File: config.mk
export PLATFORM = sky130hd
export DESIGN_NAME = uart_byte_receiver
export DESIGN_NICKNAME = d
export VERILOG_FILES = /design/src/rtl/uart_byte_receiver_pkg.sv /design/src/rtl/uart_byte_receiver_sync_2ff.sv /design/src/rtl/uart_byte_receiver.sv
export SDC_FILE = /design/constraint.sdc
export NUM_CORES = 1
export LEC_CHECK = 0
export ABC_AREA = 1
export BUFFER_PORTS_ARGS = -buffer_cell sky130_fd_sc_hd__buf_2
export CAP_MARGIN = 10
export CORE_MARGIN = 10
export CORE_UTILIZATION = 30
export CTS_BUF_LIST = sky130_fd_sc_hd__clkbuf_16
export CTS_CLUSTER_SIZE = 8
export DETAILED_ROUTE_END_ITERATION = 8
export PLACE_DENSITY = 0.45
export REMOVE_ABC_BUFFERS = 1
export SKIP_CTS_REPAIR_TIMING = 1
export SYNTH_ARGS = -nofsm -noshare
export SYNTH_HDL_FRONTEND = slang
export SYNTH_SLANG_ARGS = --single-unit
File: constraint.sdc
create_clock -name uart_clk -period 1.3 [get_ports uart_clk]
set_input_delay 0.26 -clock uart_clk [delete_from_list [all_inputs] [get_ports uart_clk]]
set_output_delay 0.26 -clock uart_clk [all_outputs]
set_load 0.005 [all_outputs]
File: src/rtl/uart_byte_receiver_pkg.sv
// Shared definitions for the 8N1 UART byte receiver: frame geometry and FSM state encodings.
package uart_byte_receiver_pkg;

  localparam int UART_DATA_BITS       = 8;
  localparam int DEFAULT_CLKS_PER_BIT = 16;

  typedef enum logic [2:0] {
    ST_IDLE  = 3'd0,
    ST_START = 3'd1,
    ST_DATA  = 3'd2,
    ST_STOP  = 3'd3,
    ST_BREAK = 3'd4
  } rx_state_e;

endpackage

File: src/rtl/uart_byte_receiver_sync_2ff.sv
// Two-flop synchronizer for a single asynchronous input, with a selectable reset level.
module uart_byte_receiver_sync_2ff #(
  parameter logic RESET_VALUE = 1'b1
) (
  input  logic clk_i,
  input  logic rst_i,
  input  logic d_i,
  output logic q_o
);

  logic meta_q;
  logic sync_q;

  always_ff @(posedge clk_i) begin
    if (rst_i) begin
      meta_q <= RESET_VALUE;
      sync_q <= RESET_VALUE;
    end else begin
      meta_q <= d_i;
      sync_q <= meta_q;
    end
  end

  assign q_o = sync_q;

endmodule

File: src/rtl/uart_byte_receiver.sv
// 8N1 UART receiver: mid-bit sampling of the synchronized rx line, one-cycle data/error strobes.
module uart_byte_receiver
  import uart_byte_receiver_pkg::*;
#(
  parameter int CLKS_PER_BIT = DEFAULT_CLKS_PER_BIT
) (
  input  logic                      uart_clk,
  input  logic                      rst,
  input  logic                      rx,
  output logic [UART_DATA_BITS-1:0] data_receive,
  output logic                      data_valid,
  output logic                      frame_error,
  output logic                      rx_busy
);

  localparam int CNT_W = $clog2(CLKS_PER_BIT);
  localparam int BIT_W = $clog2(UART_DATA_BITS);
  localparam logic [CNT_W-1:0] HALF_LAST = CNT_W'(CLKS_PER_BIT / 2 - 1);
  localparam logic [CNT_W-1:0] BIT_LAST  = CNT_W'(CLKS_PER_BIT - 1);
  localparam logic [BIT_W-1:0] LAST_BIT  = BIT_W'(UART_DATA_BITS - 1);

  rx_state_e                 state_q, state_d;
  logic [CNT_W-1:0]          cycleCnt_q, cycleCnt_d;
  logic [BIT_W-1:0]          bitCnt_q, bitCnt_d;
  logic [UART_DATA_BITS-1:0] shift_q, shift_d;
  logic [UART_DATA_BITS-1:0] dataReceive_q, dataReceive_d;
  logic                      dataValid_q, dataValid_d;
  logic                      frameError_q, frameError_d;
  logic                      rxSync;

  uart_byte_receiver_sync_2ff #(
    .RESET_VALUE(1'b1)
  ) u_sync (
    .clk_i(uart_clk),
    .rst_i(rst),
    .d_i  (rx),
    .q_o  (rxSync)
  );

  // The counter restarts on every state change, so START waits half a bit and
  // DATA/STOP then land every full bit later, i.e. at mid-bit.
  always_comb begin
    state_d       = state_q;
    cycleCnt_d    = cycleCnt_q;
    bitCnt_d      = bitCnt_q;
    shift_d       = shift_q;
    dataReceive_d = dataReceive_q;
    dataValid_d   = 1'b0;
    frameError_d  = 1'b0;
    case (state_q)
      ST_IDLE: begin
        cycleCnt_d = '0;
        bitCnt_d   = '0;
        if (!rxSync) state_d = ST_START;
      end
      ST_START: begin
        if (cycleCnt_q == HALF_LAST) begin
          cycleCnt_d = '0;
          state_d    = rxSync ? ST_IDLE : ST_DATA;
        end else begin
          cycleCnt_d = cycleCnt_q + CNT_W'(1);
        end
      end
      ST_DATA: begin
        if (cycleCnt_q == BIT_LAST) begin
          cycleCnt_d = '0;
          shift_d    = {rxSync, shift_q[UART_DATA_BITS-1:1]};
          if (bitCnt_q == LAST_BIT) begin
            bitCnt_d = '0;
            state_d  = ST_STOP;
          end else begin
            bitCnt_d = bitCnt_q + BIT_W'(1);
          end
        end else begin
          cycleCnt_d = cycleCnt_q + CNT_W'(1);
        end
      end
      ST_STOP: begin
        if (cycleCnt_q == BIT_LAST) begin
          cycleCnt_d = '0;
          if (rxSync) begin
            dataReceive_d = shift_q;
            dataValid_d   = 1'b1;
            state_d       = ST_IDLE;
          end else begin
            frameError_d = 1'b1;
            state_d      = ST_BREAK;
          end
        end else begin
          cycleCnt_d = cycleCnt_q + CNT_W'(1);
        end
      end
      ST_BREAK: begin
        cycleCnt_d = '0;
        if (rxSync) state_d = ST_IDLE;
      end
      default: begin
        state_d    = ST_IDLE;
        cycleCnt_d = '0;
        bitCnt_d   = '0;
      end
    endcase
  end

  always_ff @(posedge uart_clk) begin
    if (rst) begin
      state_q    <= ST_IDLE;
      cycleCnt_q <= '0;
      bitCnt_q   <= '0;
      shift_q    <= '0;
    end else begin
      state_q    <= state_d;
      cycleCnt_q <= cycleCnt_d;
      bitCnt_q   <= bitCnt_d;
      shift_q    <= shift_d;
    end
  end

  always_ff @(posedge uart_clk) begin
    if (rst) begin
      dataReceive_q <= '0;
      dataValid_q   <= 1'b0;
      frameError_q  <= 1'b0;
    end else begin
      dataReceive_q <= dataReceive_d;
      dataValid_q   <= dataValid_d;
      frameError_q  <= frameError_d;
    end
  end

  assign data_receive = dataReceive_q;
  assign data_valid   = dataValid_q;
  assign frame_error  = frameError_q;
  assign rx_busy      = (state_q != ST_IDLE);

endmodule
==> implementation parameters, run 1 <==
Parameter                              Value

Outcome
  Result of the run    complete, but fails checks
  Violated checks    negative setup slack

Floorplanning
  Initial core utilization    30.9%
  DIE WIDTH    84.2 um
  Full die area    slightly above 7000 sq um
  Number of top-level pins    14
  Die Span Y    between 80 and 90 um
  Number of placement rows    23
  Core Footprint    4000 sq um

Clocking
  Worst-case clock buffer depth    2
  Clock buffer count from CTS    5
  H-tree depth    2
  Clk pin slew, worst setup/hold paths    roughly 0.050 ns
  Clock latency reported for the late side of the worst-skew pair    roughly 0.27 ns
  Clock Tree Root    sky130_fd_sc_hd__clkbuf_16
  Clock tree from TritonCTS    yes
  Sink count of the clock tree    30

STA
  Post-route setup TNS    -0.0279 ns
  Actual slew at the worst max-slew pin    0.275 ns
  Final-report max-slew violation count    0
  Shortest clock period the worst path allows after layout    1.33 ns
  Worst Clk Skew    about 0.0036 ns
  Unrepaired setup endpoints after global routing    yes
  Remaining max-slew budget at the tightest pin    between 80% and 90%
  Final worst-path cycle share    102%
  Count of final setup violators    1
  Total count of hold-check failures in the final report    0
  Max Freq    753 MHz
  Setup WS post-layout    -0.0279 ns

Routing
  DRC violation count after routing    0
  Routed via count    approximately 1200
  Final routed wirelength across all metal layers    2.91 mm
  Drt pass-1 iters    4
  Post-detailed-route wirelength per cell    11.6 um
  Number of violations reported at the end of detailed-routing iteration 0    79
  Vias per cell    4.66
  Post-route antenna net violation count    0

GRT
  Antenna violations before repair    0
  Via count of the first global-routing pass    1155
  Total track usage    8.63%
  First-pass GRT wire length    5.00 mm
  Largest net degree at the start of global routing    22
  Overall overflow remaining after global route    0

Cells and area
  Fillers    414
  Total area of sequential cells    612 sq um
  Diodes inserted    0
  Final cell count without fillers    250
  Footprint of the multi-input gates    638 sq um
  Total Nets Final    205
  Syn-to-layout area delta    40.2%
  Layout cell share with drive strength beyond 1    between 30% and 40%

Critical path
  WP data required    1.04 ns
  Type of destination of the critical path    primary output
  Type of the worst setup path    reg2out
  WP data arrival    between 1 and 1.5 ns
  Critical Path Source Type    flop
  Peak fanout along the critical path    5

Place
  Post-DP HPWL    2.07 mm
  # port buffers    13
  Placed Cells    241
  GPL Wtd Cong    0.904

Flow run
  Max capacitance violation total    0

Synth
  Post-synthesis cell type count    19
  Cell count after synthesis    166
  Sequential-to-total area share from yosys stat    roughly half
  Synth warn    0
  Post-synthesis cell area    1230 sq um
  Synthesized area per cell    7.44 sq um
  Register bit total from synthesis    30

Pwr
  Cell area power density    1960 nW/um^2
  VDD IR-drop max    0.770 mV
  Reported leakage power    between 0.8 and 0.9 nW

Worst hold path
  Hold Crit Class    in2reg
## registers in the layout, summed over array words and instances, names as in the netlist
signal         cells
data_valid         1
bitCnt_q           3
shift_q            8
cycleCnt_q         4
u_sync.meta_q      1
u_sync.q_o         1
state_q            3
data_receive       8
frame_error        1
## critical path: stages, from the launching register on
cell                      delay, ns
sky130_fd_sc_hd__dfxtp_2       0.36
sky130_fd_sc_hd__nor2_4        0.16
sky130_fd_sc_hd__buf_4         0.12
sky130_fd_sc_hd__nand2_1       0.04
sky130_fd_sc_hd__buf_2         0.12
## per-layer routing
layer	GRT usage [%]	share of wire (%)
met1	8.71	43
met2	14.7	51
met4	4.87	2.3
met3	3.67	3.6
met5	0	0
## final timing paths
check | start | end | slack, ns | cells past startpoint
worst min register to register | u_sync.meta_q | u_sync.q_o | 0.42 | 1
worst min-delay path | rx | u_sync.meta_q | 0.17 | 2
worst max register to register | cycleCnt_q[1] | bitCnt_q[2] | 0.02 | 8
worst max-delay path | state_q[2] | rx_busy | -0.03 | 4
## through the flow
| stage | hold slack (ns) | utilization (%) | area (sq um) | worst slack, ns | power (mW) |
|---|---|---|---|---|---|
| after global routing | 0.161 | 43.3 | 1730 | -0.0979 | 3.64 |
| after floorplan | 0.329 | - | 1230 | -0.0329 | 1.61 |
| after CTS | 0.160 | 40.9 | 1640 | -0.156 | 3.24 |
| after detailed placement | 0.404 | 36.8 | 1470 | -0.0579 | 1.94 |
| after global placement | 0.403 | 36.8 | 1470 | -0.0351 | 1.93 |
| final | 0.166 | 43.3 | 1730 | -0.0279 | 3.39 |
## kinds of logic after synthesis
logic type               after synthesis  synth area share [%]
AO/OA/AOI/OAI                         25                  10.1
flip-flops                            30                  48.6
adder cells (fa/ha/maj)                3                  3.04
buffers and inverters                 18                  5.47
AND/OR/NAND/NOR                       89                  32.0
XOR/XNOR                               1                 0.709
## cells in the final DEF, fill, tap and decap left out, drive strengths merged
master / count
ha: 3
nor3: 1
clkbuf: 5
nand2: 18
o21ai: 20
xor2: 1
dfxtp: 30
or2: 2
buf: 28
a21oi: 5
bufinv: 1
inv: 18
nor3b: 1
nand3: 10
nor2: 56
nor4: 1
## cells in the mapped netlist (all sizes together)
library cell / number / area [sq um]
inv: 16 / 60.1
clkbuf: 2 / 7.51
xor2: 1 / 8.76
nor2: 56 / 220
or2: 2 / 12.5
nand2: 18 / 70.1
ha: 3 / 37.5
nor3: 1 / 16.3
nor3b: 1 / 7.51
nand3: 10 / 62.6
nor4: 1 / 6.26
dfxtp: 30 / 601
o21ai: 20 / 100
a21oi: 5 / 25.0
## where the power goes
| part | switching, mW | internal (mW) |
|---|---|---|
| Clock | 0.386 | 0.887 |
| Sequential | 0.0916 | 1.02 |
| Combinational | 0.559 | 0.450 |
| Total | 1.04 | 2.36 |
## final cells by class
| class | instances | share of cell area, % |
|---|---|---|
| Clock inverter | 3 | 2.17 |
| Clock buffer | 5 | 7.23 |
| Tap cell | 50 | 3.61 |
| Sequential cell | 30 | 35.3 |
| Timing Repair Buffer | 28 | 11.2 |
| Inverter | 16 | 3.61 |
| Multi-Input combinational cell | 118 | 36.8 |
(Power assumes the default switching activity.)
==> run 2: changes to the inputs <==
Settings changed: ABC_AREA 1 to default, PLACE_DENSITY 0.45 to 0.44.
Clock period 1.3 ns to 1.7 ns, I/O delays scaled along.
==> run 2 against run 1 <==
Effect of this change:
- sequential power is 36% lower
- clock power is 37% lower
- utilization down 6.3 points
- global-route usage is 0.75 points lower
- the flow now finishes without violations
- worst setup slack better by 0.18 ns
- die area decreased by 0.39%
- largest power group unchanged
- wire length is 13% lower
==> implementation parameters, run 2 <==
Parameter                              Value

GRT
  Antenna violations before repair    0 (unchanged)
  Largest net degree at the start of global routing    24 (+9.1%)
  Total track usage    7.88% (-0.75 points)
  Via count of the first global-routing pass    970 (-16%)
  First-pass GRT wire length    4.50 mm (-9.9%)
  Overall overflow remaining after global route    0 (unchanged)

Pwr
  Relative contribution of combinational cells to total power    2.5% (-27 points)
  Net switching power of the design    307 uW (-70%)
  Sw frac    19.7% (-11 points)
  Cell internal pwr    1.25 mW (-47%)
  Clock Power Share    51.7% (+14 points)
  Cell area power density    1060 nW/um^2 (-46%)
  VDD IR-drop max    0.623 mV (-19%)
  Total Power Consumption    1.56 mW (-54%)
  Share of total power in sequential cells    45.7% (+13 points)
  Reported leakage power    0.578 nW (-31%)

Place
  Worst setup timing slack at the placement stage    0.186 ns (+0.244 ns)
  Placed Cells    188 (-22%)
  GPL Wtd Cong    0.719 (-21%)
  # port buffers    13 (unchanged)
  Post-DP HPWL    1.76 mm (-15%)

Clocking
  Clk pin slew, worst setup/hold paths    0.05 ns (about the same)
  Clock Tree Root    sky130_fd_sc_hd__clkbuf_16
  Sink count of the clock tree    30 (unchanged)
  Worst-case clock buffer depth    2 (unchanged)
  H-tree depth    2 (unchanged)
  Clock latency reported for the late side of the worst-skew pair    0.27 ns (about the same)
  Clock buffer count from CTS    5 (unchanged)
  Clock tree from TritonCTS    yes

STA
  Unrepaired setup endpoints after global routing    no
  Max Freq    645 MHz
  Setup WS post-layout    0.150 ns (+0.178 ns)
  Total count of hold-check failures in the final report    0 (unchanged)
  Worst Clk Skew    0.00469 ns (+0.00112 ns)
  Final-report max-slew violation count    0 (unchanged)
  Final worst-path cycle share    between 90% and 100%
  Post-route setup TNS    0 ns (+0.0279 ns)
  Actual slew at the worst max-slew pin    0.441 ns (+0.166 ns)
  Count of final setup violators    0 (-1)
  Shortest clock period the worst path allows after layout    1.55 ns
  Remaining max-slew budget at the tightest pin    70.6% (-11 points)

Critical path
  Peak fanout along the critical path    10 (+5)
  Crit path from    state_q[0]
  Stage delay of the slowest cell on the critical path    0.34 ns (-0.02 ns)
  CP max-delay cell    sky130_fd_sc_hd__or3_1
  Buffers plus inverters on the worst setup path    2 (unchanged)
  Cells along the critical path    buf_4 -> or3_1 -> buf_2
  WP data required    1.36 ns (+0.32 ns)
  Type of destination of the critical path    primary output
  Critical R2R Launch    cycleCnt_q[0]
  Delay-heaviest family, CP    simple AND/OR/NAND/NOR gates
  WP data arrival    1.21 ns (+0.14 ns)
  Critical Path Source Type    flop
  Type of the worst setup path    reg2out

Cells and area
  Fillers    420 (+1.4%)
  Total area of sequential cells    601 sq um (-1.8%)
  Total Nets Final    151 (-26%)
  Most common cell after layout, fill and taps aside    sky130_fd_sc_hd__dfxtp_1
  Layout cell share with drive strength beyond 1    22.6% (-8.9 points)
  Diodes inserted    0 (unchanged)
  Final cell count without fillers    196 (-22%)
  Syn-to-layout area delta    19.6%
  Commonest cells after routing, fill and taps aside    sky130_fd_sc_hd__dfxtp_1 (30), sky130_fd_sc_hd__nand2_1 (18), sky130_fd_sc_hd__nor2_1 (13), sky130_fd_sc_hd__buf_2 (13), sky130_fd_sc_hd__a21oi_1 (11)
  Layout Utilization    37.0% (-6.3 points)
  Footprint of the multi-input gates    554 sq um (-13%)

Synth
  Cell count after synthesis    128 (-23%)
  Share of flip-flops with an asynchronous set or reset    0% (unchanged)
  Register bit total from synthesis    30 (unchanged)
  Top cells by area, synth    sky130_fd_sc_hd__dfxtp_1 (49%), sky130_fd_sc_hd__mux2i_1 (6.5%), sky130_fd_sc_hd__nand2_1 (5.5%), sky130_fd_sc_hd__a21oi_1 (4.5%), sky130_fd_sc_hd__nor2_1 (4.0%)
  Post-synthesis cell type count    36 (+17)
  Count leader, synth    sky130_fd_sc_hd__dfxtp_1
  EDFF count, synth    0 (unchanged)
  Synthesized area per cell    9.60 sq um (+29%)
  Top cell type's share of synthesized area    48.9% (+0.25 points)
  Post-synthesis cell area    1230 sq um (-0.51%)
  Library cell with the largest summed area after synthesis    sky130_fd_sc_hd__dfxtp_1
  Primary FF master, synth    sky130_fd_sc_hd__dfxtp_1
  Sequential-to-total area share from yosys stat    48.9% (+0.25 points)
  Synth warn    0 (unchanged)
  Ranking of synthesized cells by instance count    sky130_fd_sc_hd__dfxtp_1 (30), sky130_fd_sc_hd__nand2_1 (18), sky130_fd_sc_hd__nor2_1 (13)

Floorplanning
  Full die area    7060 sq um (-0.39%)
  Core Footprint    3970 sq um (-0.72%)
  DIE WIDTH    84.0 um (-0.20%)
  Die Span Y    84.0 um (-0.20%)
  Number of placement rows    23 (unchanged)
  Number of top-level pins    14 (unchanged)
  Initial core utilization    30.9% (+0.066 points)

Routing
  Vias per cell    4.68 (+0.51%)
  Drt pass-1 iters    4 (unchanged)
  Post-detailed-route wirelength per cell    12.9 um (+11%)
  DRC violation count after routing    0 (unchanged)
  Number of violations reported at the end of detailed-routing iteration 0    54 (-32%)
  Post-route antenna net violation count    0 (unchanged)
  Final routed wirelength across all metal layers    2.52 mm (-13%)
  Routed via count    918 (-21%)

Worst hold path
  Min-Delay Startpoint    rx
  Hold Crit Class    in2reg

Flow run
  Max capacitance violation total    0 (unchanged)

Outcome
  Result of the run    finished clean
[run 2: changes by cell type after synthesis, moves of 6 or more]
| cell | delta |
|---|---|
| sky130_fd_sc_hd__a21oi_1 | +6 |
| sky130_fd_sc_hd__inv_1 | -13 |
| sky130_fd_sc_hd__mux2i_1 | +8 |
| sky130_fd_sc_hd__nand3_1 | -8 |
| sky130_fd_sc_hd__nor2_1 | -41 |
| sky130_fd_sc_hd__o21ai_0 | -17 |
[run 2: cell type report]
cell class,count,share of cell area [%]
inverter,1,0.256
multi-input combinational,88,37.7
sequential,30,40.9
clock buffer,5,8.52
tap,50,4.26
timing repair buffer,19,7.50
clock inverter,3,0.852
[run 2: worst reg2reg max path, delay by kind of cell, from the launching register on]
kind	cells	cell delay, ns
flip-flops	1	0.34
multiplexers	1	0.20
AND/OR/NAND/NOR	3	0.60
adder cells (fa/ha/maj)	1	0.23
[run 2: power groups by stage]
| stage | clock (mW) | combinational (mW) | sequential (mW) |
|---|---|---|---|
| after floorplan | 0 | 0.0156 | 0.727 |
| after global placement | 0 | 0.0403 | 0.726 |
| after detailed placement | 0 | 0.0401 | 0.726 |
| after CTS | 0.835 | 0.0401 | 0.712 |
| after global routing | 0.873 | 0.0449 | 0.712 |
| final | 0.806 | 0.0397 | 0.712 |
[run 2: path summary, 6_finish.rpt]
path,end,slack [ns],cells past startpoint
max reg2reg,data_receive[6],0.20,5
max,rx_busy,0.15,3
min reg2reg,u_sync.q_o,0.41,1
min,u_sync.meta_q,0.25,2
[run 2: metal layers]
metal / share of wire (%) / vias up / routed length, um / GRT usage [%]
li1: - / 473 / - / -
met1: 49 / 426 / 1240 / 8.71
met2: 44 / 17 / 1110 / 12.2
met3: 5.7 / 2 / 143 / 3.22
met4: 0.99 / 0 / 25 / 5.02
met5: 0 / - / 0 / 0
[run 2: logic make-up (layout without fill, tap and decap cells)]
| kind of cell | after synthesis | count (layout) | synth area share (%) |
|---|---|---|---|
| xor+xnor | 3 | 3 | 2.14 |
| compound gates | 22 | 22 | 11.0 |
| flops | 30 | 30 | 48.9 |
| fa+ha+maj | 3 | 3 | 3.06 |
| mux | 8 | 8 | 6.52 |
| buf+inv | 10 | 28 | 6.01 |
| simple gates | 52 | 52 | 22.4 |
[run 2: stage by stage]
step	cell area, sq um	hold WS (ns)
detailed placement	1330	0.397
finish	1470	0.251
floorplan	1160	0.389
global placement	1330	0.393
CTS	1470	0.247
global route	1470	0.259
==> run 3: changes to the inputs <==
Settings changed: CTS_BUF_LIST sky130_fd_sc_hd__clkbuf_16 to sky130_fd_sc_hd__clkbuf_2, SLEW_MARGIN from default to 30.
==> run 3 against run 2 <==
Effect of this change:
- combinational power is 13% lower
- largest power group is now sequential cells
- utilization decreased by 2.6 points
- worst setup slack worse by 0.047 ns
- non-clock buffer count down 1
- fmax fell by 3.0%
- worst hold slack worse by 0.087 ns
- largest cell class unchanged
- count of clock-buffer cells in the layout rose by 1
- via count is 0.98% lower
- design area is 7.1% lower
==> implementation parameters, run 3 (synthesized netlist as in run 2, its figures left out) <==
Parameter                              Value

Outcome
  Result of the run    finished clean

STA
  Setup WS post-layout    0.102 ns (-0.0474 ns)
  Max Freq    626 MHz (-3.0%)
  Total count of hold-check failures in the final report    0 (unchanged)
  Final-report max-slew violation count    0 (unchanged)
  Count of final setup violators    0 (unchanged)
  Unrepaired setup endpoints after global routing    no
  Actual slew at the worst max-slew pin    0.442 ns (+0.000396 ns)
  Remaining max-slew budget at the tightest pin    70.6% (about the same)
  Worst Clk Skew    0.00991 ns (+0.00522 ns)
  Shortest clock period the worst path allows after layout    1.60 ns (+0.0474 ns)
  Final worst-path cycle share    94.0% (+2.8 points)

Pwr
  Cell area power density    795 nW/um^2 (-25%)
  Reported leakage power    0.532 nW (-8.0%)
  VDD IR-drop max    0.411 mV (-34%)
  Total Power Consumption    1.09 mW (-30%)

Clocking
  Worst-case clock buffer depth    2 (unchanged)
  Clock Tree Root    sky130_fd_sc_hd__clkbuf_2
  Sink count of the clock tree    30 (unchanged)
  H-tree depth    2 (unchanged)
  Clock tree from TritonCTS    yes
  Clk pin slew, worst setup/hold paths    0.15 ns (+0.10 ns)
  Clock buffer count from CTS    5 (unchanged)
  Clock latency reported for the late side of the worst-skew pair    0.35 ns (+0.08 ns)

Critical path
  Endpoint of the most critical register-to-register path    data_receive[6]
  CP max-delay cell    sky130_fd_sc_hd__dfxtp_2
  Worst R2R Setup Slack    0.19 ns (about the same)
  Critical Path Source Type    flop
  Type of destination of the critical path    primary output
  Buffers plus inverters on the worst setup path    1 (-1)
  Worst r2r path cells    5 (unchanged)
  Peak fanout along the critical path    9 (-1)
  WP data arrival    1.26 ns (+0.05 ns)
  Critical R2R Launch    cycleCnt_q[0]
  Cells along the critical path    or3_1 -> buf_2
  Delay-heaviest family, CP    flip-flops
  Type of the worst setup path    reg2out
  Stage delay of the slowest cell on the critical path    0.41 ns (+0.07 ns)
  WP data required    1.36 ns (about the same)

Routing
  DRC violation count after routing    0 (unchanged)
  Post-detailed-route wirelength per cell    12.8 um (-0.60%)
  Final routed wirelength across all metal layers    2.50 mm (-1.1%)
  Vias per cell    4.66 (-0.47%)
  Routed via count    909 (-0.98%)
  Number of violations reported at the end of detailed-routing iteration 0    42 (-22%)
  Post-route antenna net violation count    0 (unchanged)
  Drt pass-1 iters    4 (unchanged)

GRT
  Largest net degree at the start of global routing    24 (unchanged)
  Total track usage    7.80% (-0.079 points)
  Antenna violations before repair    0 (unchanged)
  Overall overflow remaining after global route    0 (unchanged)
  First-pass GRT wire length    4.46 mm (-0.91%)
  Via count of the first global-routing pass    955 (-1.5%)

Cells and area
  Commonest cells after routing, fill and taps aside    sky130_fd_sc_hd__dfxtp_1 (28), sky130_fd_sc_hd__nand2_1 (18), sky130_fd_sc_hd__nor2_1 (13), sky130_fd_sc_hd__buf_2 (13), sky130_fd_sc_hd__a21oi_1 (11)
  Syn-to-layout area delta    11.1%
  Layout Utilization    34.4% (-2.6 points)
  Diodes inserted    0 (unchanged)
  Most common cell after layout, fill and taps aside    sky130_fd_sc_hd__dfxtp_1
  Total Nets Final    150 (-0.66%)
  Fillers    430 (+2.4%)
  Layout cell share with drive strength beyond 1    24.1% (+1.5 points)

Worst hold path
  Hold Path Stages    2 (unchanged)
  Worst min-delay path endpoint    u_sync.meta_q
  Min-Delay Startpoint    rx
  Hold Crit Class    in2reg

Floorplanning
  Number of placement rows    23 (unchanged)
  Die Span Y    84.0 um (unchanged)
  DIE WIDTH    84.0 um (unchanged)
  Initial core utilization    30.9% (unchanged)
  Full die area    7060 sq um (unchanged)
  Core Footprint    3970 sq um (unchanged)
  Number of top-level pins    14 (unchanged)

Place
  GPL Wtd Cong    0.719 (unchanged)
  Post-DP HPWL    1.76 mm (unchanged)
  Worst setup timing slack at the placement stage    0.186 ns (unchanged)
  # port buffers    13 (unchanged)

Flow run
  Max capacitance violation total    0 (unchanged)
run 3: area by class of cell:
cell class,instances,area [sq um],share of cell area [%]
Clock inverter,2,8.76,0.642
Sequential cell,30,603,44.2
Inverter,1,3.75,0.275
Clock buffer,6,30.0,2.20
Tap cell,50,62.6,4.58
Timing Repair Buffer,18,103,7.52
Multi-Input combinational cell,88,554,40.6
run 3: per-stage QoR:
| step | instance area, sq um | hold WS (ns) | TNS, ns | instances |
|---|---|---|---|---|
| after global placement | 1330 | 0.393 | 0 | 188 |
| after floorplan | 1160 | 0.389 | 0 | 119 |
| after global routing | 1370 | 0.130 | 0 | 195 |
| final | 1370 | 0.165 | 0 | 195 |
| after CTS | 1370 | 0.128 | -0.00306 | 196 |
| after detailed placement | 1330 | 0.397 | 0 | 188 |
run 3: worst register-to-register path: stages, from the launching register on:
cell	delay, ns
sky130_fd_sc_hd__dfxtp_1	0.38
sky130_fd_sc_hd__ha_1	0.23
sky130_fd_sc_hd__and4_4	0.25
sky130_fd_sc_hd__and3_4	0.29
sky130_fd_sc_hd__mux2i_1	0.20
sky130_fd_sc_hd__nor2_1	0.05
run 3: metal layers:
layer  global-route usage, %  up-vias  routed length [um]
met5                       0        -                   0
met4                    4.57        0                  70
met3                    3.22        8                 115
met2                    11.8       14                1060
met1                    8.94      415                1250
li1                        -      472                   -
run 3: how the worst max path moves through the flow:
stage	start	endpoint	slack [ns]	depth (start not counted)
final	state_q[2]	rx_busy	0.10	2
after global routing	cycleCnt_q[0]	bitCnt_q[2]	0.02	6
after CTS	state_q[0]	rx_busy	-0.003	3
after detailed placement	cycleCnt_q[0]	data_receive[3]	0.19	5
after global placement	cycleCnt_q[0]	data_receive[6]	0.22	5
after floorplan	cycleCnt_q[0]	shift_q[0]	0.23	5
run 3: report_power, final:
part           switching (mW)  total (mW)  internal, mW
clock                   0.236       0.337         0.101
combinational          0.0201      0.0345        0.0144
sequential            0.00644       0.714         0.708
